===== src/rtl/noc_vc_input_port.sv =====
// NoC router input port with per-virtual-channel flit FIFOs.
// Each VC owns a FIFO and a small IDLE/ACTIVE/DROP state machine. The route
// is computed once, from the head flit, and held for the rest of the packet.
// Upstream flow control is credit based: one credit is returned per flit freed.

module noc_vc_input_port #(
    parameter int         CHANNELS      = 2,
    parameter int         DEPTH         = 4,
    parameter int         FLIT_W        = 64,
    parameter int         X_W           = 4,
    parameter int         Y_W           = 4,
    parameter int         ROUTE_MODE    = 0,
    parameter logic [4:0] ACTIVATE_PORT = 5'b11111,
    localparam int        VC_W          = (CHANNELS > 1) ? $clog2(CHANNELS) : 1
) (
    input  logic                         noc_clk,
    input  logic                         noc_rst,
    input  logic [X_W-1:0]               id_x,
    input  logic [Y_W-1:0]               id_y,
    input  logic                         in_valid,
    input  logic [VC_W-1:0]              in_vc,
    input  logic                         in_head,
    input  logic                         in_tail,
    input  logic [FLIT_W-1:0]            in_data,
    output logic [CHANNELS-1:0]          credit_out,
    output logic [CHANNELS-1:0]          out_valid,
    output logic [3*CHANNELS-1:0]        out_port,
    output logic [FLIT_W*CHANNELS-1:0]   out_data,
    output logic [CHANNELS-1:0]          out_head,
    output logic [CHANNELS-1:0]          out_tail,
    input  logic [CHANNELS-1:0]          out_ready,
    output logic                         route_err,
    output logic                         proto_err,
    output logic                         ovf_err
);

    // FIFO address width; pointers carry one extra wrap bit for full/empty.
    localparam int AW = $clog2(DEPTH);
    localparam int PW = AW + 1;
    // Stored entry layout: {head, tail, payload}.
    localparam int EW = FLIT_W + 2;

    localparam logic [2:0] PORT_LOCAL = 3'd0;
    localparam logic [2:0] PORT_NORTH = 3'd1;
    localparam logic [2:0] PORT_SOUTH = 3'd2;
    localparam logic [2:0] PORT_EAST  = 3'd3;
    localparam logic [2:0] PORT_WEST  = 3'd4;

    // Padded so that any 3-bit port code indexes a defined bit.
    localparam logic [7:0] ACT_MASK = {3'b000, ACTIVATE_PORT};

    typedef enum logic [1:0] {
        ST_IDLE   = 2'd0,
        ST_ACTIVE = 2'd1,
        ST_DROP   = 2'd2
    } vc_state_e;

    // Dimension-ordered routing decision for one head flit.
    function automatic logic [2:0] route_fn(
        input logic [X_W-1:0] dx,
        input logic [Y_W-1:0] dy,
        input logic [X_W-1:0] ix,
        input logic [Y_W-1:0] iy
    );
        logic [2:0] x_port;
        logic [2:0] y_port;
        logic       x_eq;
        logic       y_eq;
        logic [2:0] port;
        x_eq   = (dx == ix);
        y_eq   = (dy == iy);
        x_port = (dx > ix) ? PORT_EAST  : PORT_WEST;
        y_port = (dy > iy) ? PORT_NORTH : PORT_SOUTH;
        if (ROUTE_MODE == 0) begin
            if (!x_eq) begin
                port = x_port;
            end else if (!y_eq) begin
                port = y_port;
            end else begin
                port = PORT_LOCAL;
            end
        end else begin
            if (!y_eq) begin
                port = y_port;
            end else if (!x_eq) begin
                port = x_port;
            end else begin
                port = PORT_LOCAL;
            end
        end
        return port;
    endfunction

    // Storage and state
    logic [EW-1:0]       mem_q      [CHANNELS][DEPTH];
    logic [PW-1:0]       wr_ptr_q   [CHANNELS];
    logic [PW-1:0]       wr_ptr_d   [CHANNELS];
    logic [PW-1:0]       rd_ptr_q   [CHANNELS];
    logic [PW-1:0]       rd_ptr_d   [CHANNELS];
    vc_state_e           state_q    [CHANNELS];
    vc_state_e           state_d    [CHANNELS];
    logic [2:0]          port_q     [CHANNELS];
    logic [2:0]          port_d     [CHANNELS];
    logic [CHANNELS-1:0] credit_q;
    logic [CHANNELS-1:0] credit_d;
    logic                route_err_q;
    logic                route_err_d;
    logic                proto_err_q;
    logic                proto_err_d;
    logic                ovf_err_q;
    logic                ovf_err_d;

    // Per-VC decode
    logic [CHANNELS-1:0] empty_s;
    logic [CHANNELS-1:0] full_s;
    logic [CHANNELS-1:0] push_s;
    logic [CHANNELS-1:0] pop_s;
    logic [CHANNELS-1:0] front_head_s;
    logic [CHANNELS-1:0] front_tail_s;
    logic [CHANNELS-1:0] route_ok_s;
    logic [CHANNELS-1:0] route_fault_s;
    logic [CHANNELS-1:0] proto_s;
    logic [FLIT_W-1:0]   front_data_s [CHANNELS];
    logic [2:0]          route_s      [CHANNELS];
    logic                vc_ok_s;
    logic                sel_full_s;
    logic                ovf_s;

    // FIFO occupancy, front-flit view and route of the front flit per VC.
    always_comb begin
        empty_s      = '0;
        full_s       = '0;
        front_head_s = '0;
        front_tail_s = '0;
        route_ok_s   = '0;
        for (int v = 0; v < CHANNELS; v++) begin
            empty_s[v] = (wr_ptr_q[v] == rd_ptr_q[v]);
            full_s[v]  = (wr_ptr_q[v][AW] != rd_ptr_q[v][AW]) &&
                         (wr_ptr_q[v][AW-1:0] == rd_ptr_q[v][AW-1:0]);
            {front_head_s[v], front_tail_s[v], front_data_s[v]} =
                mem_q[v][rd_ptr_q[v][AW-1:0]];
            route_s[v] = route_fn(front_data_s[v][X_W+Y_W-1:Y_W],
                                  front_data_s[v][Y_W-1:0], id_x, id_y);
            route_ok_s[v] = ACT_MASK[route_s[v]];
        end
    end

    // Upstream write: accept only into an existing, non-full VC; full is judged
    // on the start-of-cycle pointers so a same-cycle pop never makes room.
    always_comb begin
        push_s     = '0;
        vc_ok_s    = 1'b0;
        sel_full_s = 1'b0;
        for (int v = 0; v < CHANNELS; v++) begin
            if (in_vc == VC_W'(v)) begin
                vc_ok_s    = 1'b1;
                sel_full_s = full_s[v];
            end else begin
                vc_ok_s    = vc_ok_s;
            end
            push_s[v] = in_valid && !noc_rst && (in_vc == VC_W'(v)) && !full_s[v];
        end
        ovf_s = in_valid && !noc_rst && (!vc_ok_s || sel_full_s);
    end

    // Per-VC state machine next state, pop decision and error events.
    always_comb begin
        pop_s         = '0;
        route_fault_s = '0;
        proto_s       = '0;
        for (int v = 0; v < CHANNELS; v++) begin
            state_d[v] = state_q[v];
            port_d[v]  = port_q[v];
            case (state_q[v])
                ST_IDLE: begin
                    if (!empty_s[v]) begin
                        if (front_head_s[v]) begin
                            // Head waits at the front; it is popped by ACTIVE or DROP.
                            port_d[v] = route_s[v];
                            if (route_ok_s[v]) begin
                                state_d[v] = ST_ACTIVE;
                            end else begin
                                state_d[v]       = ST_DROP;
                                route_fault_s[v] = 1'b1;
                            end
                        end else begin
                            // Stray body/tail flit with no open packet: discard it.
                            pop_s[v]   = 1'b1;
                            proto_s[v] = 1'b1;
                            state_d[v] = ST_IDLE;
                        end
                    end else begin
                        state_d[v] = ST_IDLE;
                    end
                end
                ST_ACTIVE: begin
                    if (!empty_s[v] && out_ready[v]) begin
                        pop_s[v]   = 1'b1;
                        state_d[v] = front_tail_s[v] ? ST_IDLE : ST_ACTIVE;
                    end else begin
                        state_d[v] = ST_ACTIVE;
                    end
                end
                ST_DROP: begin
                    if (!empty_s[v]) begin
                        pop_s[v]   = 1'b1;
                        state_d[v] = front_tail_s[v] ? ST_IDLE : ST_DROP;
                    end else begin
                        state_d[v] = ST_DROP;
                    end
                end
                default: begin
                    state_d[v] = ST_IDLE;
                end
            endcase
        end
    end

    // Pointer advance, credit return and error pulse next-state values.
    always_comb begin
        for (int v = 0; v < CHANNELS; v++) begin
            wr_ptr_d[v] = wr_ptr_q[v] + PW'(push_s[v]);
            rd_ptr_d[v] = rd_ptr_q[v] + PW'(pop_s[v]);
        end
        credit_d    = pop_s;
        route_err_d = |route_fault_s;
        proto_err_d = |proto_s;
        ovf_err_d   = ovf_s;
    end

    // Control registers with synchronous reset; reset empties every FIFO.
    always_ff @(posedge noc_clk) begin
        if (noc_rst) begin
            for (int v = 0; v < CHANNELS; v++) begin
                state_q[v]  <= ST_IDLE;
                port_q[v]   <= 3'd0;
                wr_ptr_q[v] <= '0;
                rd_ptr_q[v] <= '0;
            end
            credit_q    <= '0;
            route_err_q <= 1'b0;
            proto_err_q <= 1'b0;
            ovf_err_q   <= 1'b0;
        end else begin
            for (int v = 0; v < CHANNELS; v++) begin
                state_q[v]  <= state_d[v];
                port_q[v]   <= port_d[v];
                wr_ptr_q[v] <= wr_ptr_d[v];
                rd_ptr_q[v] <= rd_ptr_d[v];
            end
            credit_q    <= credit_d;
            route_err_q <= route_err_d;
            proto_err_q <= proto_err_d;
            ovf_err_q   <= ovf_err_d;
        end
    end

    // Flit storage; contents need no reset since the pointers define validity.
    always_ff @(posedge noc_clk) begin
        for (int v = 0; v < CHANNELS; v++) begin
            if (push_s[v]) begin
                mem_q[v][wr_ptr_q[v][AW-1:0]] <= {in_head, in_tail, in_data};
            end
        end
    end

    // Switch-side view: request only while a packet is open and a flit waits.
    always_comb begin
        out_valid = '0;
        out_port  = '0;
        out_data  = '0;
        out_head  = '0;
        out_tail  = '0;
        for (int v = 0; v < CHANNELS; v++) begin
            out_valid[v]               = (state_q[v] == ST_ACTIVE) && !empty_s[v];
            out_port[3*v +: 3]         = port_q[v];
            out_data[FLIT_W*v +: FLIT_W] = front_data_s[v];
            out_head[v]                = front_head_s[v];
            out_tail[v]                = front_tail_s[v];
        end
    end

    assign credit_out = credit_q;
    assign route_err  = route_err_q;
    assign proto_err  = proto_err_q;
    assign ovf_err    = ovf_err_q;

endmodule


===== config.mk =====
export PLATFORM = sky130hd
export DESIGN_NAME = noc_vc_input_port
export DESIGN_NICKNAME = d
export VERILOG_FILES = /design/src/rtl/noc_vc_input_port.sv
export SDC_FILE = /design/constraint.sdc
export NUM_CORES = 1
export LEC_CHECK = 0
export ABC_AREA = 1
export BUFFER_PORTS_ARGS = -buffer_cell sky130_fd_sc_hd__buf_2
export CORE_ASPECT_RATIO = 0.75
export CORE_MARGIN = 4
export CORE_UTILIZATION = 53
export CTS_CLUSTER_SIZE = 8
export DETAILED_ROUTE_END_ITERATION = 10
export PLACE_DENSITY = 0.73
export SLEW_MARGIN = 20
export SYNTH_ARGS = -nofsm -noshare
export SYNTH_HDL_FRONTEND = slang
export SYNTH_SLANG_ARGS = --single-unit

===== constraint.sdc =====
create_clock -name noc_clk -period 7.73 [get_ports noc_clk]
set_input_delay 1.9325 -clock noc_clk [delete_from_list [all_inputs] [get_ports noc_clk]]
set_output_delay 1.9325 -clock noc_clk [all_outputs]
set_load 0.01 [all_outputs]

======== Word level (Yosys, flattened, before mapping) ========
Memories as Yosys holds them, arrays and structs flattened.
Index checks and enable logic that the tools add are counted.
operators by class
  add/sub/neg operators ................... 4
  multipliers ............................. 0
  divide/modulo/power cells ............... 0
  $lt $le $gt $ge ......................... 12
  equality and inequality tests ........... 14
  shift operators ......................... 0
  muxes and demuxes ....................... 81
  bitwise operators ....................... 13
  reductions and logical operators ........ 24
operator list
  cell                count
  $mux 264            4
  $mux 66             6
  $bmux 66 s2         2
  $demux 66 s2        2
  $reduce_or 264->1   1
  $mux 3              16
  $mux 2              16
  $mux 1              31
  $eq 4x4->1          4
  $gt 4x4->1          4
  $logic_and 1x1->1   14
  $add 3x1->3         4
  $ge 3x3->1 const B  4
  $not 2->3           4
  $pmux 2 s3          2
  $lt 3x4->1 const B  2
  $or 1x1->1          8
  $eq 3x3->1          2
  $lt 3x1->1 const B  2
  $pmux 1 s3          2
  $logic_not 1->1     5
  $eq 2x1->1 const B  2
  $eq 2x2->1          2
  $eq 2x2->1 const B  2
  4 further kinds     7
word-level totals
  bits in registers ....................... 5
  bits in latches ......................... 0
  bits in writable memories ............... 550
  memory bits (read-only) ................. 16
  memories ................................ 7
memories
  name             words  width  rd ports  clocked after memory_dff  write ports  RTL line  RTL
  mem_q            2      264    2         0                         1            95        logic [EW-1:0] mem_q [CHANNELS][DEPTH];
  (no name shown)  8      1      1         0                         0            144       route_ok_s[v] = ACT_MASK[route_s[v]];
  (no name shown)  8      1      1         0                         0            144
  port_q           2      3      2         0                         2            102       logic [2:0] port_q [CHANNELS];
  rd_ptr_q         2      3      2         0                         2            98        logic [PW-1:0] rd_ptr_q [CHANNELS];
  wr_ptr_q         2      3      2         0                         2            96        logic [PW-1:0] wr_ptr_q [CHANNELS];
  +1 memories      n/a    n/a    n/a       n/a                       n/a          n/a

======== Longest topological paths before layout ========
Gate-level depths: netlist of the first run.
An unclocked memory read counts as a cell.
  depth in word-level cells ............... 16
  gate-level depth with buffers ........... 15
  depth with buffers taken out ............ 12

======== Worst setup path after synthesis of the first run ========
Ideal clock, no wire load.
  kind .................................... input to register
  start point ............................. in noc_rst
  end point ............................... mem mem_q[0][264] in the netlist's numbering, enable pin
  library setup time ...................... 572 ps
  arrival ................................. 6858 ps
  required time ........................... 7158 ps
  slack ................................... 300 ps
  stages .................................. 5
  cells stage by stage .................... inv_1 -> nand2_1 -> nor2_1 -> nand2_1 -> nor3_1
between the ends
  longest elaborated chain between the ends .. 8
ends and longest elaborated chain
  what                                          RTL line  RTL
  from (decl)                                   17        input logic noc_rst,
  $logic_not 1->1 (*)                           161       push_s[v] = in_valid && !noc_rst && (in_vc == VC_W'(v)) && !full_s[v];
  $logic_and 1x1->1 (*)                         161
  $logic_and 1x1->1 (2 in series)               161
  $mux 1                                        261       if (push_s[v]) begin
  $mux 264 (implied by the code)                262       mem_q[v][wr_ptr_q[v][AW-1:0]] <= {in_head, in_tail, in_data};
  $reduce_or 264->1 (no line)                   n/a
  $mux 1 (no line) or $mux 264 (tied branches)  n/a
  to (decl)                                     95
Mark *: on every way between the ends. The rest lies on a longest branch, timed or not.

==> results of run 1 <==
-- where the power goes --
part	total, mW	internal (mW)	switching, mW
Sequential	3.41	3.35	0.0676
Combinational	1.01	0.322	0.688
Clock	3.02	1.87	1.15
-- worst min-delay path: stages, from the launching register on --
cell and delay (ns):
sky130_fd_sc_hd__dfxtp_1 0.31, sky130_fd_sc_hd__nand2_1 0.08, sky130_fd_sc_hd__a211oi_1 0.04
-- sequential cells by signal, indices dropped and copies added (netlist names) --
name        cells
credit_out      2
mem_q         528
ovf_err         1
port_q          6
proto_err       1
rd_ptr_q        6
route_err       1
state_q         4
wr_ptr_q        6
-- metrics by stage --
stage | worst slack, ns | util | instances
final | 2.57 | 0.632 | 2339
after global routing | 2.35 | 0.632 | 2339
after CTS | 2.59 | 0.632 | 2338
after detailed placement | 3.22 | 0.577 | 2232
after global placement | 3.29 | 0.577 | 2232
after floorplan | 0.300 | - | 1554
-- cells by family (layout without fill, tap and decap cells) --
logic type / after synthesis / count (layout)
compound gates: 396 / 396
xor+xnor: 4 / 4
fa+ha+maj: 24 / 24
buf+inv: 158 / 423
flops: 555 / 555
other cells: 1 / 1
simple gates: 416 / 416
-- cell type report --
class	instances	area, um2
sequential	555	16400
fill	2904	14500
multi-input combinational	841	4240
clock buffer	102	2110
timing repair buffer	247	1310
tap	520	651
inverter	70	268
clock inverter	4	48.8
-- worst paths after layout --
| kind | from | to | slack (ns) | depth (start not counted) |
|---|---|---|---|---|
| worst min-delay path | state_q[0][3] | state_q[0][3] | 0.48 | 2 |
| worst max-delay path | rd_ptr_q[0][3] | out_data[98] | 2.57 | 5 |
| worst min register to register | state_q[0][3] | state_q[0][3] | 0.48 | 2 |
| worst max register to register | rd_ptr_q[0][3] | mem_q[0][346] | 4.22 | 8 |
-- metal layers --
metal / track usage / vias up / wire length, um
met5: 0 / - / 26
met4: 0.0636 / 4 / 963
met3: 0.0433 / 79 / 4100
met2: 0.349 / 587 / 22800
met1: 0.332 / 6554 / 21300
li1: - / 6172 / -
-- placed cells by master (no fill, tap or decap), types with 4 or more instances in the layout --
| cell type | Yosys | final |
|---|---|---|
| sky130_fd_sc_hd__nand3_2 | 5 | 5 |
| sky130_fd_sc_hd__a32oi_1 | 4 | 4 |
| sky130_fd_sc_hd__nor3_2 | 0 | 8 |
| sky130_fd_sc_hd__edfxtp_1 | 528 | 528 |
| sky130_fd_sc_hd__buf_2 | 26 | 224 |
| sky130_fd_sc_hd__o21ai_1 | 38 | 38 |
| sky130_fd_sc_hd__nand2_2 | 6 | 6 |
| sky130_fd_sc_hd__nand4_1 | 6 | 6 |
| sky130_fd_sc_hd__nand3_1 | 8 | 8 |
| sky130_fd_sc_hd__clkbuf_16 | 0 | 81 |
| sky130_fd_sc_hd__a21oi_1 | 13 | 13 |
| sky130_fd_sc_hd__clkbuf_1 | 54 | 21 |
| sky130_fd_sc_hd__dfxtp_1 | 27 | 23 |
| sky130_fd_sc_hd__buf_4 | 4 | 22 |
| sky130_fd_sc_hd__xnor2_1 | 4 | 4 |
| sky130_fd_sc_hd__nand2_1 | 96 | 96 |
| sky130_fd_sc_hd__nor2_1 | 280 | 280 |
| sky130_fd_sc_hd__o21bai_1 | 4 | 4 |
| sky130_fd_sc_hd__ha_1 | 24 | 24 |
| sky130_fd_sc_hd__o21ai_0 | 210 | 210 |
| sky130_fd_sc_hd__o22ai_1 | 125 | 125 |
| sky130_fd_sc_hd__inv_1 | 66 | 66 |
==> run summary, run 1 <==
SETUP PATH
------------------------------------------------------------------------------------------
Cells along the critical path ............................................... inv_4, buf_4, o21ai_0, o22ai_1, buf_2
Kind of critical path .......................................................   reg -> out
Arrival time at the worst endpoint ..........................................      3.23 ns
Data required, critical path ................................................      5.80 ns
Category of the worst setup path launch point ...............................     register
Delay of the slowest cell on the worst path .................................      0.71 ns
Sort of element at the end of the critical path ............................. primary output
Library cell contributing the largest single delay on the critical path ..... sky130_fd_sc_hd__buf_4
Number of buffers and inverters on the critical path ........................            3
Max FO, Critical Path .......................................................           72
Cell family with the largest share of critical-path delay ................... buffers and inverters

DRT
------------------------------------------------------------------------------------------
Post-route antenna net violation count ......................................            0
Total number of vias ........................................................        13400
First drt pass iteration count ..............................................            6
Routed wirelength normalized by instance count ..............................      21.0 um
Detail-routed via count per cell ............................................         5.73
Overall routed net length ...................................................     49200 um
DRC .........................................................................            0
Starting DRT DRC Count ......................................................         1271

SYNTH
------------------------------------------------------------------------------------------
Post-Syn Instances ..........................................................         1554
Leading cell type by number of instances after synthesis .................... sky130_fd_sc_hd__edfxtp_1
Top cell type by total area after synthesis ................................. sky130_fd_sc_hd__edfxtp_1
Area fraction in and, or, nand and nor cells after synthesis ................       0.0794
Number of warnings issued by yosys ..........................................            0
Largest family of logic cells by synthesized area ........................... compound AO/OA/AOI/OAI gates
Number of register bits inferred by synthesis ...............................          555
Most common library cells after synthesis ................................... 528 x sky130_fd_sc_hd__edfxtp_1, 280 x sky130_fd_sc_hd__nor2_1, 210 x sky130_fd_sc_hd__o21ai_0
Count of flip-flops with a built-in enable after synthesis ..................          528
Async set or reset register ratio after synthesis ...........................            0
Number of distinct library cells after synthesis ............................           31
Share of the synthesized area in compound gates (AO/OA/AOI/OAI) .............        0.102
XOR/XNOR share of the synthesized area ......................................      0.00165
Syn avg cell area ...........................................................     13.7 um2
Ys flop type ................................................................ sky130_fd_sc_hd__edfxtp_1
Multiplexer area fraction after synthesis ...................................            0
Area fraction of the dominant cell type after synthesis .....................        0.745
Cell area after technology mapping ..........................................   0.0213 mm2
Synthesized netlist net count ...............................................         1658
Share of synthesized cell area in full adder, half adder and majority cells .       0.0141
Leading cell types by total area after synthesis ............................ sky130_fd_sc_hd__edfxtp_1 75%, sky130_fd_sc_hd__nor2_1 4.9%, sky130_fd_sc_hd__o21ai_0 4.9%, sky130_fd_sc_hd__o22ai_1 3.7%, sky130_fd_sc_hd__dfxtp_1 2.5%
Share of synthesized area occupied by flip-flops and latches ................        0.771

CLOCKING
------------------------------------------------------------------------------------------
Maximum buffer depth of the clock tree ......................................            3
TritonCTS clock tree ........................................................        built
Clock tree sinks ............................................................          555
Root buf cell ............................................................... sky130_fd_sc_hd__clkbuf_16
TritonCTS buffer count ......................................................           79
# H-tree levels .............................................................            3
Number of resized instances in the post-cts repair step .....................            0
Latest clock arrival within the worst-skew pair .............................      0.58 ns
Number of setup buffers added after CTS .....................................            0
Clock transition at the registers of the reported paths .....................      0.05 ns
CTS hold repair buffers .....................................................            0

FLOORPLANNING
------------------------------------------------------------------------------------------
Vertical die dimension ......................................................       181 um
Overall die width ...........................................................       239 um
Die Footprint ...............................................................   0.0434 mm2
I/O Pins ....................................................................          225
Placeable core area .........................................................   0.0396 mm2
Effective utilization at floorplan ..........................................        0.538
Num rows ....................................................................           63

GLOBAL ROUTE
------------------------------------------------------------------------------------------
GR Overflow Total ...........................................................            0
Number of global-route vias before repair ...................................        13000
First-pass GRT wire length ..................................................     75800 um
Overall global routing resource usage .......................................        0.225
Antenna violations before repair ............................................            2
Largest net degree at the start of global routing ...........................           89

WORST HOLD PATH
------------------------------------------------------------------------------------------
Tightest Hold Check Type ....................................................   reg -> reg

STA
------------------------------------------------------------------------------------------
Minimum clock period ........................................................      5.16 ns
Total negative setup slack ..................................................         0 ns
Portion of the clock cycle consumed by the worst path in the final layout ...        0.668
RSZ-0062 raised after global routing ........................................           no
Setup skew after layout .....................................................    0.0105 ns
Final Max Tran Viols ........................................................            0
Tightest hold margin ........................................................     0.481 ns
Actual transition at the worst max-transition pin ...........................      1.14 ns
Max-slew headroom at the worst pin ..........................................        0.238
Highest attainable clock frequency ..........................................      194 MHz
Count of endpoints failing setup in the final report ........................            0
Final hold violations .......................................................            0

PLACED DESIGN
------------------------------------------------------------------------------------------
Final RePlAce weighted congestion ...........................................        0.812
Sum of net half-perimeters after detailed placement .........................     27400 um
Port Buffer Count ...........................................................          224
Placement Cell Area .........................................................   0.0228 mm2

POWER AND IR DROP
------------------------------------------------------------------------------------------
Total power consumption of the routed design ................................      7.44 mW
Maximum ir drop on the vdd rail .............................................   0.000213 V
Areal power density over the cells ..........................................   297 mW/mm2
Leakage power ...............................................................      9.07 nW

STATUS
------------------------------------------------------------------------------------------
Status ...................................................................... finished clean

FINAL LAYOUT
------------------------------------------------------------------------------------------
Relative area change from synthesis to final layout .........................        17.7%
Net count reported at finish ................................................         1898
Share of post-route cells with drive strength above 1 .......................        0.199
Count of inserted antenna diode cells .......................................            0
Post-route cell area ........................................................   0.0250 mm2

RUN
------------------------------------------------------------------------------------------
Number of maximum-capacitance constraint violations .........................            0

Note: power is estimated with default switching activity, not from simulation.
==> inputs of run 2 (changes only) <==
Settings changed: CORE_UTILIZATION 53 to 58, PLACE_DENSITY 0.73 to 0.76.
Clock period 7.73 ns to 4.8 ns, I/O delays scaled along.
==> run 2 against run 1 <==
- clock skew up 0.0025 ns
- sequential power rose by 60%
- sequential share of layout area shrank 0.20 points
- via count is 1.1% higher
- clock power is 64% higher
- die area fell by 8.3%
- largest cell class unchanged
==> run summary, run 2 (same netlist as run 1, synthesis figures left out) <==
STATUS
----------------------------------------------------------------------------------------
Status .................................................................... finished clean

DRT
----------------------------------------------------------------------------------------
Total number of vias ......................................................        13500   +1.1%
Starting DRT DRC Count ....................................................         1462   +15%
Overall routed net length .................................................     49300 um   +0.17%
Post-route antenna net violation count ....................................            0   unchanged
Routed wirelength normalized by instance count ............................      21.4 um   +1.7%
DRC .......................................................................            0   unchanged
First drt pass iteration count ............................................            6   unchanged
Detail-routed via count per cell ..........................................         5.88   +2.7%

CLOCKING
----------------------------------------------------------------------------------------
Root buf cell ............................................................. sky130_fd_sc_hd__clkbuf_16
Clock transition at the registers of the reported paths ...................      0.05 ns   about the same
Number of setup buffers added after CTS ...................................            0   unchanged
Maximum buffer depth of the clock tree ....................................            3   unchanged
TritonCTS buffer count ....................................................           79   unchanged
# H-tree levels ...........................................................            3   unchanged
Clock tree sinks ..........................................................          555   unchanged
CTS hold repair buffers ...................................................            0   unchanged
Latest clock arrival within the worst-skew pair ...........................      0.59 ns   about the same
Number of resized instances in the post-cts repair step ...................            0   unchanged
TritonCTS clock tree ......................................................        built

FLOORPLANNING
----------------------------------------------------------------------------------------
Die Footprint .............................................................   0.0398 mm2   -8.3%
Placeable core area .......................................................   0.0360 mm2   -8.9%
Vertical die dimension ....................................................       174 um   -4.2%
Effective utilization at floorplan ........................................        0.590   +0.0527
I/O Pins ..................................................................          225   unchanged
Num rows ..................................................................           60   -4.8%
Overall die width .........................................................       229 um   -4.3%

SETUP PATH
----------------------------------------------------------------------------------------
Kind of critical path .....................................................   reg -> out
Arrival time at the worst endpoint ........................................      2.92 ns   -0.31 ns
Destination of the worst register-to-register timing path ................. port_q[0][1]
Max FO, Critical Path .....................................................           73   +1.4%
Reg2reg path depth ........................................................           11   +3
Category of the worst setup path launch point .............................     register
Origin of the critical flop-to-flop path .................................. rd_ptr_q[0][0]
Data required, critical path ..............................................      3.60 ns   -2.20 ns
Sort of element at the end of the critical path ........................... primary output
Worst R2R Setup Slack .....................................................      1.69 ns   -2.53 ns

STA
----------------------------------------------------------------------------------------
Total negative setup slack ................................................         0 ns   unchanged
Final Max Tran Viols ......................................................            0   unchanged
Minimum clock period ......................................................      4.12 ns
Actual transition at the worst max-transition pin .........................      1.04 ns   -0.100 ns
Count of endpoints failing setup in the final report ......................            0   unchanged
Final hold violations .....................................................            0   unchanged
Max-slew headroom at the worst pin ........................................        0.304   +0.0659
Portion of the clock cycle consumed by the worst path in the final layout .        0.859
Setup slack after layout ..................................................     0.678 ns   -1.89 ns
Highest attainable clock frequency ........................................      243 MHz
RSZ-0062 raised after global routing ......................................           no
Setup skew after layout ...................................................    0.0129 ns   +0.00246 ns

GLOBAL ROUTE
----------------------------------------------------------------------------------------
Antenna violations before repair ..........................................            2   unchanged
Number of global-route vias before repair .................................        13300   +1.9%
First-pass GRT wire length ................................................     75800 um   about the same
Overall global routing resource usage .....................................        0.244   +0.0187
Largest net degree at the start of global routing .........................           93   +4.5%
GR Overflow Total .........................................................            0   unchanged

POWER AND IR DROP
----------------------------------------------------------------------------------------
Maximum ir drop on the vdd rail ...........................................   0.000534 V   +150%
Leakage power .............................................................      9.11 nW   +0.46%
Total power consumption of the routed design ..............................      12.1 mW   +63%
Areal power density over the cells ........................................   482 mW/mm2   +62%

RUN
----------------------------------------------------------------------------------------
Number of maximum-capacitance constraint violations .......................            0   unchanged

FINAL LAYOUT
----------------------------------------------------------------------------------------
Filler cells ..............................................................         2427   -16%
Share of the core filled with cells in the final layout ...................        0.697   +0.0641
Relative area change from synthesis to final layout .......................        18.0%
Commonest cells after routing, fill and taps aside ........................ 528 x sky130_fd_sc_hd__edfxtp_1, 280 x sky130_fd_sc_hd__nor2_1, 224 x sky130_fd_sc_hd__buf_2
Share of post-route cells with drive strength above 1 .....................        0.198   -0.00130
Most common cell after layout, fill and taps aside ........................ sky130_fd_sc_hd__edfxtp_1
Net count reported at finish ..............................................         1897   -0.053%
Largest register FFs ......................................................          528   unchanged

PLACED DESIGN
----------------------------------------------------------------------------------------
Final RePlAce weighted congestion .........................................        0.806   -0.70%
Port Buffer Count .........................................................          224   unchanged
Place WS ..................................................................      1.27 ns   -1.95 ns
Sum of net half-perimeters after detailed placement .......................     27400 um   -0.19%

WORST HOLD PATH
----------------------------------------------------------------------------------------
Tightest Hold Check Type ..................................................   reg -> reg
Source of the worst hold timing path ...................................... state_q[0][3]
Instance count along the most critical hold path ..........................            2   unchanged
Hold Path End ............................................................. state_q[0][3]

[run 2: cell types whose count changed in the layout (fill, tap and decap cells not counted), sizes merged]
cell / before / now
diode: 0 / 3
clkinv: 2 / 1
inv: 71 / 75
buf: 247 / 246
clkbuf: 102 / 117
[run 2: worst max-delay path by stage]
stage | depth (start not counted) | end | slack, ns | from
finish | 4 | out_data[7] | 0.68 | rd_ptr_q[0][0]
detailed placement | 4 | out_data[7] | 1.27 | rd_ptr_q[0][0]
floorplan | 5 | mem_q[0][264] | -1.90 | noc_rst
global placement | 4 | out_data[7] | 1.34 | rd_ptr_q[0][0]
CTS | 4 | out_data[2] | 0.64 | rd_ptr_q[0][0]
global route | 4 | out_data[0] | 0.51 | rd_ptr_q[0][0]
[run 2: cell type report]
| cell class | count | area (um2) | share of cell area |
|---|---|---|---|
| Timing Repair Buffer | 246 | 1370 | 0.0547 |
| Clock inverter | 7 | 90.1 | 0.00359 |
| Sequential cell | 555 | 16400 | 0.654 |
| Clock buffer | 117 | 2140 | 0.0853 |
| Inverter | 70 | 268 | 0.0107 |
| Antenna cell | 3 | 7.51 | 0.000299 |
| Tap cell | 465 | 582 | 0.0232 |
| Multi-Input combinational cell | 841 | 4240 | 0.169 |
[run 2: where the power goes]
part	internal [mW]	switching, mW	total [mW]
combinational	0.535	1.17	1.70
clock	3.06	1.90	4.96
sequential	5.39	0.0593	5.45
[run 2: through the flow]
step	instance area [um2]	hold slack (ns)	cells
2_1_floorplan	21300	0.455	1554
5_1_grt	25100	0.504	2303
3_3_place_gp	22900	0.471	2177
3_5_place_dp	22900	0.482	2177
4_1_cts	25100	0.489	2301
6_report	25100	0.492	2304
[run 2: routing by layer]
layer | vias to the layer above | GRT usage | share of wire
met1 | 6621 | 0.351 | 0.42
li1 | 6209 | - | -
met2 | 644 | 0.374 | 0.46
met5 | - | 0 | 0
met3 | 74 | 0.0626 | 0.091
met4 | 0 | 0.0758 | 0.021
[run 2: worst max-delay path, cell delays in order (launching register included)]
cell                      delay (ns)
sky130_fd_sc_hd__dfxtp_4        0.77
sky130_fd_sc_hd__buf_4          0.71
sky130_fd_sc_hd__o21ai_0        0.20
sky130_fd_sc_hd__o22ai_1        0.37
sky130_fd_sc_hd__buf_2          0.21
